$ cat src/rtl/prefix_pkg.sv
// prefix_pkg: shared definitions for the Kogge-Stone prefix adders.
//   PFX_WIDTH  - default operand width
//   op_e       - add/subtract selector encoding
//   pfx_levels - number of prefix levels for a given width; the combinational
//                adder and the pipelined adder use it so both stay aligned.
package prefix_pkg;

  localparam int PFX_WIDTH = 32;

  typedef enum logic {
    OP_ADD = 1'b0,
    OP_SUB = 1'b1
  } op_e;

  function automatic int pfx_levels(input int width);
    return $clog2(width);
  endfunction

endpackage

$ cat src/rtl/prefix_addsub_pipe_level.sv
// prefix_level: one combinational Kogge-Stone level.
//   WIDTH - vector width
//   DIST  - span of this level (bit i combines with bit i-DIST)
//   g_i/p_i - group generate/propagate into the level
//   g_o/p_o - group generate/propagate out of the level
module prefix_level #(
  parameter int WIDTH = 32,
  parameter int DIST  = 1
) (
  input  logic [WIDTH-1:0] g_i,
  input  logic [WIDTH-1:0] p_i,
  output logic [WIDTH-1:0] g_o,
  output logic [WIDTH-1:0] p_o
);

  for (genvar gi = 0; gi < WIDTH; gi++) begin : g_bit
    if (gi >= DIST) begin : g_comb
      assign g_o[gi] = g_i[gi] | (p_i[gi] & g_i[gi-DIST]);
      assign p_o[gi] = p_i[gi] & p_i[gi-DIST];
    end else begin : g_pass
      // Low bits already span down to bit 0; they pass through unchanged.
      assign g_o[gi] = g_i[gi];
      assign p_o[gi] = p_i[gi];
    end
  end

endmodule

$ cat src/rtl/prefix_addsub_pipe.sv
// prefix_addsub_pipe: two-stage pipelined Kogge-Stone adder/subtractor with
// valid/ready handshakes on input and output.
//   clk, rst_n            - clock, asynchronous active-low reset
//   in_valid/in_ready     - operand beat handshake
//   in_a, in_b            - operands
//   in_cb                 - carry-in (add) / borrow-in (sub)
//   in_sub                - 0 = A+B+cin, 1 = A-B-bin
//   out_valid/out_ready   - result beat handshake
//   out_res               - sum / difference (wraps modulo 2^WIDTH)
//   out_cb                - carry-out (add) / borrow-out (sub)
//   out_ovf               - signed overflow
//   out_zero              - out_res == 0
module prefix_addsub_pipe
  import prefix_pkg::*;
#(
  parameter int WIDTH = PFX_WIDTH,
  parameter int SPLIT = 3
) (
  input  logic             clk,
  input  logic             rst_n,
  input  logic             in_valid,
  output logic             in_ready,
  input  logic [WIDTH-1:0] in_a,
  input  logic [WIDTH-1:0] in_b,
  input  logic             in_cb,
  input  logic             in_sub,
  output logic             out_valid,
  input  logic             out_ready,
  output logic [WIDTH-1:0] out_res,
  output logic             out_cb,
  output logic             out_ovf,
  output logic             out_zero
);

  localparam int LEVELS    = pfx_levels(WIDTH);
  // A SPLIT larger than the level count just puts every level in stage 1.
  localparam int S1_LEVELS = (SPLIT < LEVELS) ? SPLIT : LEVELS;
  localparam int S2_LEVELS = LEVELS - S1_LEVELS;

  // ---------------- handshake ----------------
  logic s1_valid_q, s1_valid_d;
  logic s2_valid_q, s2_valid_d;
  logic s1_adv, s2_adv;

  assign s2_adv    = !s2_valid_q || out_ready;
  assign s1_adv    = !s1_valid_q || s2_adv;
  assign in_ready  = s1_adv;
  assign out_valid = s2_valid_q;

  // ---------------- stage 1 combinational ----------------
  op_e              in_op;
  logic [WIDTH-1:0] b_eff;
  logic             c_eff;
  logic [WIDTH-1:0] p_bit;
  logic [WIDTH-1:0] g_bit;

  always_comb begin
    in_op = op_e'(in_sub);
    b_eff = (in_op == OP_SUB) ? ~in_b : in_b;
    c_eff = (in_op == OP_SUB) ? ~in_cb : in_cb;
    p_bit = in_a ^ b_eff;
    g_bit = in_a & b_eff;
    // Folding the carry-in into bit 0 makes every final group generate the
    // carry out of its bit, including c_eff.
    g_bit[0] = g_bit[0] | (p_bit[0] & c_eff);
  end

  logic [WIDTH-1:0] s1_g [S1_LEVELS+1];
  logic [WIDTH-1:0] s1_p [S1_LEVELS+1];

  assign s1_g[0] = g_bit;
  assign s1_p[0] = p_bit;

  for (genvar gi = 0; gi < S1_LEVELS; gi++) begin : g_s1_lvl
    prefix_level #(
      .WIDTH(WIDTH),
      .DIST (1 << gi)
    ) u_level (
      .g_i(s1_g[gi]),
      .p_i(s1_p[gi]),
      .g_o(s1_g[gi+1]),
      .p_o(s1_p[gi+1])
    );
  end

  // ---------------- stage 1 registers ----------------
  logic [WIDTH-1:0] s1_g_q, s1_g_d;
  logic [WIDTH-1:0] s1_p_q, s1_p_d;
  logic [WIDTH-1:0] s1_p0_q, s1_p0_d;
  logic             s1_a_msb_q, s1_a_msb_d;
  logic             s1_b_msb_q, s1_b_msb_d;
  logic             s1_c_q, s1_c_d;
  op_e              s1_op_q, s1_op_d;

  // ---------------- stage 2 combinational ----------------
  logic [WIDTH-1:0] s2_g [S2_LEVELS+1];
  logic [WIDTH-1:0] s2_p [S2_LEVELS+1];

  assign s2_g[0] = s1_g_q;
  assign s2_p[0] = s1_p_q;

  for (genvar gi = 0; gi < S2_LEVELS; gi++) begin : g_s2_lvl
    prefix_level #(
      .WIDTH(WIDTH),
      .DIST (1 << (S1_LEVELS + gi))
    ) u_level (
      .g_i(s2_g[gi]),
      .p_i(s2_p[gi]),
      .g_o(s2_g[gi+1]),
      .p_o(s2_p[gi+1])
    );
  end

  // The whole-word group propagate is not needed; only carries matter.
  logic unused_p_all;
  assign unused_p_all = &s2_p[S2_LEVELS];

  logic [WIDTH-1:0] carries;
  logic [WIDTH-1:0] res2;
  logic             cout2;
  logic             cb2;
  logic             ovf2;
  logic             zero2;

  always_comb begin
    carries = s2_g[S2_LEVELS];
    res2    = s1_p0_q ^ {carries[WIDTH-2:0], s1_c_q};
    cout2   = carries[WIDTH-1];
    // A subtract borrows exactly when the inverted-operand add does not carry.
    cb2     = (s1_op_q == OP_SUB) ? ~cout2 : cout2;
    ovf2    = (s1_a_msb_q == s1_b_msb_q) && (res2[WIDTH-1] != s1_a_msb_q);
    zero2   = ~|res2;
  end

  // ---------------- stage 2 / output registers ----------------
  logic [WIDTH-1:0] out_res_q, out_res_d;
  logic             out_cb_q, out_cb_d;
  logic             out_ovf_q, out_ovf_d;
  logic             out_zero_q, out_zero_d;

  assign out_res  = out_res_q;
  assign out_cb   = out_cb_q;
  assign out_ovf  = out_ovf_q;
  assign out_zero = out_zero_q;

  always_comb begin
    s1_valid_d = s1_valid_q;
    s1_g_d     = s1_g_q;
    s1_p_d     = s1_p_q;
    s1_p0_d    = s1_p0_q;
    s1_a_msb_d = s1_a_msb_q;
    s1_b_msb_d = s1_b_msb_q;
    s1_c_d     = s1_c_q;
    s1_op_d    = s1_op_q;
    if (s1_adv) begin
      s1_valid_d = in_valid;
      if (in_valid) begin
        s1_g_d     = s1_g[S1_LEVELS];
        s1_p_d     = s1_p[S1_LEVELS];
        s1_p0_d    = p_bit;
        s1_a_msb_d = in_a[WIDTH-1];
        s1_b_msb_d = b_eff[WIDTH-1];
        s1_c_d     = c_eff;
        s1_op_d    = in_op;
      end
    end

    s2_valid_d = s2_valid_q;
    out_res_d  = out_res_q;
    out_cb_d   = out_cb_q;
    out_ovf_d  = out_ovf_q;
    out_zero_d = out_zero_q;
    // Output fields only change when the stage is free to advance, so they
    // stay frozen while a result waits on out_ready.
    if (s2_adv) begin
      s2_valid_d = s1_valid_q;
      if (s1_valid_q) begin
        out_res_d  = res2;
        out_cb_d   = cb2;
        out_ovf_d  = ovf2;
        out_zero_d = zero2;
      end
    end
  end

  always_ff @(posedge clk or negedge rst_n) begin
    if (!rst_n) begin
      s1_valid_q <= 1'b0;
      s2_valid_q <= 1'b0;
      s1_g_q     <= '0;
      s1_p_q     <= '0;
      s1_p0_q    <= '0;
      s1_a_msb_q <= 1'b0;
      s1_b_msb_q <= 1'b0;
      s1_c_q     <= 1'b0;
      s1_op_q    <= OP_ADD;
      out_res_q  <= '0;
      out_cb_q   <= 1'b0;
      out_ovf_q  <= 1'b0;
      out_zero_q <= 1'b0;
    end else begin
      s1_valid_q <= s1_valid_d;
      s2_valid_q <= s2_valid_d;
      s1_g_q     <= s1_g_d;
      s1_p_q     <= s1_p_d;
      s1_p0_q    <= s1_p0_d;
      s1_a_msb_q <= s1_a_msb_d;
      s1_b_msb_q <= s1_b_msb_d;
      s1_c_q     <= s1_c_d;
      s1_op_q    <= s1_op_d;
      out_res_q  <= out_res_d;
      out_cb_q   <= out_cb_d;
      out_ovf_q  <= out_ovf_d;
      out_zero_q <= out_zero_d;
    end
  end

endmodule

$ cat config.mk
export PLATFORM = sky130hd
export DESIGN_NAME = prefix_addsub_pipe
export DESIGN_NICKNAME = d
export VERILOG_FILES = /design/src/rtl/prefix_pkg.sv /design/src/rtl/prefix_addsub_pipe_level.sv /design/src/rtl/prefix_addsub_pipe.sv
export SDC_FILE = /design/constraint.sdc
export NUM_CORES = 1
export LEC_CHECK = 0
export CAP_MARGIN = 20
export CORE_MARGIN = 2
export CORE_UTILIZATION = 45
export CTS_BUF_LIST = sky130_fd_sc_hd__clkbuf_8
export DETAILED_ROUTE_END_ITERATION = 16
export PLACE_DENSITY = 0.73
export REMOVE_ABC_BUFFERS = 1
export SYNTH_ARGS = -nofsm -noshare
export SYNTH_HDL_FRONTEND = slang
export SYNTH_HIERARCHICAL = 1
export SYNTH_SLANG_ARGS = --single-unit
$ cat constraint.sdc
create_clock -name clk -period 5.12 [get_ports clk]
set_clock_uncertainty 0.2 [all_clocks]
set_input_delay 1.28 -clock clk [delete_from_list [all_inputs] [get_ports clk]]
set_output_delay 1.28 -clock clk [all_outputs]
set_load 0.03 [all_outputs]
==> run summary <==
Among all stages on the critical path, the largest delay is contributed by sky130_fd_sc_hd__clkdlybuf4s50_1. The global router's overall resource usage is 19.5%, and the row count is 49. Summed over all cells, the static leakage comes to 0.00498 uW. For the worst setup path, the data arrival time is 2.60 ns. The routed design has 18300 um of wire. The slack of the worst reg-to-reg path is 2.68 ns, and the number of warnings reported in the yosys synthesis log is 6. For the initial antenna violation count, the log shows 0. The number of I/O pins came out at 107.

Setup total negative slack on the finished layout was measured at 0 ns. The worst register-to-register path ends at out_zero. The run gives 129 as the clock sink count.

The H-tree was split into 4 levels. The cell depth of the worst flop-to-flop path works out to 6. In the final layout, the multi-input gates occupy 4440 sq um. For this run, the post-layout net count is 867. Total power per unit cell area: 410 nW/um^2.

In this run the number of cells on the critical path is 3. The cell at the root of the clock tree is sky130_fd_sc_hd__clkbuf_8. Based on the critical path, the design can be clocked at up to 0.245 GHz. In the routed design, unresolved DRC markers number 0. The tightest hold path in the finished design has a slack of 0.274 ns.

The first global-routing pass estimated 29200 um of wire. Counting the buffers created by CTS gives 17. Setup repair after global routing left no endpoint under its margin. The number of fill cells came out at 1567. For the peak supply drop, the log shows 0.190 mV.

Summing every instance area after synthesis gives 8160 sq um. The detail-routed net length per standard cell is 18.2 um. The number of antenna diodes in the final layout is 0.

Together, buffers and inverters on the worst path number 2. The kind of critical path was in2out. The startpoint of the most critical setup path is out_ready. Overall power of the completed layout: 3860 uW.

The transition time at the pin with the least slew margin was 1.05 ns. For this run, the slowest stage of the critical path takes 0.68 ns. The post-DP HPWL is 13900 um, and the via count of the routed design is 5220. The biggest fanout along the worst timing path was 3; the number of max-cap violations was 0. Subtracting the final worst setup slack from the clock period gives 4.08 ns.

The count of hold-fix buffers inserted at cts was 0; the gate count after technology mapping was 689. Walking the worst path, the cells encountered are clkdlybuf4s50_1 > nand3b_4 > clkdlybuf4s50_1. The logs give 30.0% for the remaining max-slew budget at the tightest pin and 3.64 ns for the worst endpoint required time. TritonCTS built the clock tree. Registers take 3230 sq um. In this run the vertical extent of the chip is 139 um. The total area inside the core boundary comes to 17900 sq um. The horizontal die dimension was 139 um.

The post-CTS repair timing setup buffer count was 0. Share of cells above drive strength 1: 18.6%. The capture point of the critical path is in_ready. The tightest min-delay check is of the reg2reg type. Counting tap cells, the placed design contains a total of 974 instances. In the finished design, the share of the clock period the worst path needs comes to 79.6%. The maximum clock path buffer count was 2; the layout overhead on the synthesized area was 15.5%. Startpoint class of the critical path: a primary input. Among the stages of the critical path, the cell type that occurs most often is sky130_fd_sc_hd__clkdlybuf4s50_1. Register clock-pin slew on the reported worst setup and hold paths: 0.06 ns. The sort of element at the end of the critical path is a primary output. Launch point of the worst reg-to-reg path: s1_g_q[6].

Dividing the synthesized area by the synthesized cell count gives 11.8 sq um. The die covers 19200 sq um. The cell family contributing the most delay on the critical path is buffers and inverters. For the number of detailed-route iterations in the first pass, the log shows 4.

Clock latency on the worst-skew pair, taken at its later pin, is 0.45 ns. After global routing the overflow that remains totals 0. The detailed router finished its first iteration with 261 violations. The max-slew violation count is 0, and the number of antenna-violating nets in the routed design is 0. Largest net degree at the start of global routing: 93. The flow ran to the end, and the final reports show no timing, DRC or antenna violations. The number of non-filler instances in the completed layout is 1005. The number of hold violations in the final report is 0, and the number of global-route vias before repair is 5358. The quantity of gates resized following cts was 0; the weighted congestion at the end of routability-driven global placement was 0.866. Using the TritonRoute via totals, the vias-per-cell ratio works out to 5.19. Buffers placed on the I/O ports in this run total 106. Initial standard-cell utilization of the core: 45.6%. Setup violations remaining at the end of the flow were counted as 0.
-- how the worst min path moves through the flow --
| stage | from | to | slack (ns) | cells past startpoint |
|---|---|---|---|---|
| after detailed placement | out_ovf | out_ovf | 0.27 | 2 |
| after global routing | out_res[14] | out_res[14] | 0.31 | 2 |
| after global placement | out_ovf | out_ovf | 0.26 | 2 |
| after floorplan | s1_g_q[24] | s1_g_q[24] | 0.28 | 1 |
| after CTS | out_ovf | out_ovf | 0.28 | 2 |
| final | out_res[10] | out_res[10] | 0.27 | 2 |
-- cell type report --
class	count	area share, %
Multi-Input combinational cell	508	47.2
Clock buffer	19	2.78
Timing Repair Buffer	109	11.7
Sequential cell	129	34.3
Tap cell	229	3.04
Clock inverter	11	1.06
-- state kept, by name (all words and copies together), names as in the netlist --
signal and count:
out_res 32, s1_g_q 32, s1_p0_q 32, s1_p_q 24, out_cb 1, out_ovf 1, out_valid 1, out_zero 1
s1_a_msb_q 1, s1_b_msb_q 1, s1_c_q 1, s1_op_q 1, s1_valid_q 1
-- through the flow --
stage / area, sq um / worst slack [ns] / util, %
after floorplan: 7670 / 1.98 / -
after global placement: 9040 / 1.05 / 50.5
after detailed placement: 9040 / 1.04 / 50.5
after CTS: 9400 / 1.04 / 52.5
after global routing: 9420 / 1.00 / 52.6
final: 9420 / 1.04 / 52.6
-- routing by layer --
layer	vias up	part of all wire, %	wire length (um)	GRT usage (%)
li1	2523	-	-	-
met1	2586	47	8520	26.4
met2	93	48	8860	32.2
met3	18	3.6	651	3.59
met4	0	1.5	273	5.95
met5	-	0	0	0
-- where the power goes --
| group | total, uW | internal [uW] | switching, uW |
|---|---|---|---|
| Clock | 820 | 441 | 379 |
| Combinational | 1570 | 778 | 789 |
| Sequential | 1480 | 1280 | 200 |
-- cells in the final DEF, fill, tap and decap left out, types with 2 or more instances in the layout --
master                            instances
sky130_fd_sc_hd__a21o_1                 130
sky130_fd_sc_hd__dfrtp_1                129
sky130_fd_sc_hd__clkdlybuf4s50_1        104
sky130_fd_sc_hd__mux2_4                  92
sky130_fd_sc_hd__and2_1                  85
sky130_fd_sc_hd__nand2_1                 34
sky130_fd_sc_hd__xor2_1                  33
sky130_fd_sc_hd__xnor2_1                 32
sky130_fd_sc_hd__ha_1                    32
sky130_fd_sc_hd__o21ai_0                 22
sky130_fd_sc_hd__clkbuf_8                19
sky130_fd_sc_hd__and2_2                  14
sky130_fd_sc_hd__o21ai_1                 11
sky130_fd_sc_hd__nand4_1                  6
sky130_fd_sc_hd__clkinv_2                 5
sky130_fd_sc_hd__inv_1                    4
sky130_fd_sc_hd__nand2b_1                 3
sky130_fd_sc_hd__nor3_1                   2
sky130_fd_sc_hd__bufinv_16                2
sky130_fd_sc_hd__buf_4                    2
sky130_fd_sc_hd__buf_12                   2
-- worst register-to-register path, stage by stage (launching register included) --
cell                      delay (ns)
sky130_fd_sc_hd__dfrtp_1        0.51
sky130_fd_sc_hd__a21o_1         0.24
sky130_fd_sc_hd__a21o_1         0.22
sky130_fd_sc_hd__xnor2_2        0.28
sky130_fd_sc_hd__nand4_1        0.17
sky130_fd_sc_hd__nor4_1         0.51
sky130_fd_sc_hd__a32o_2         0.26
No activity file was read; power rests on OpenSTA's default activity.
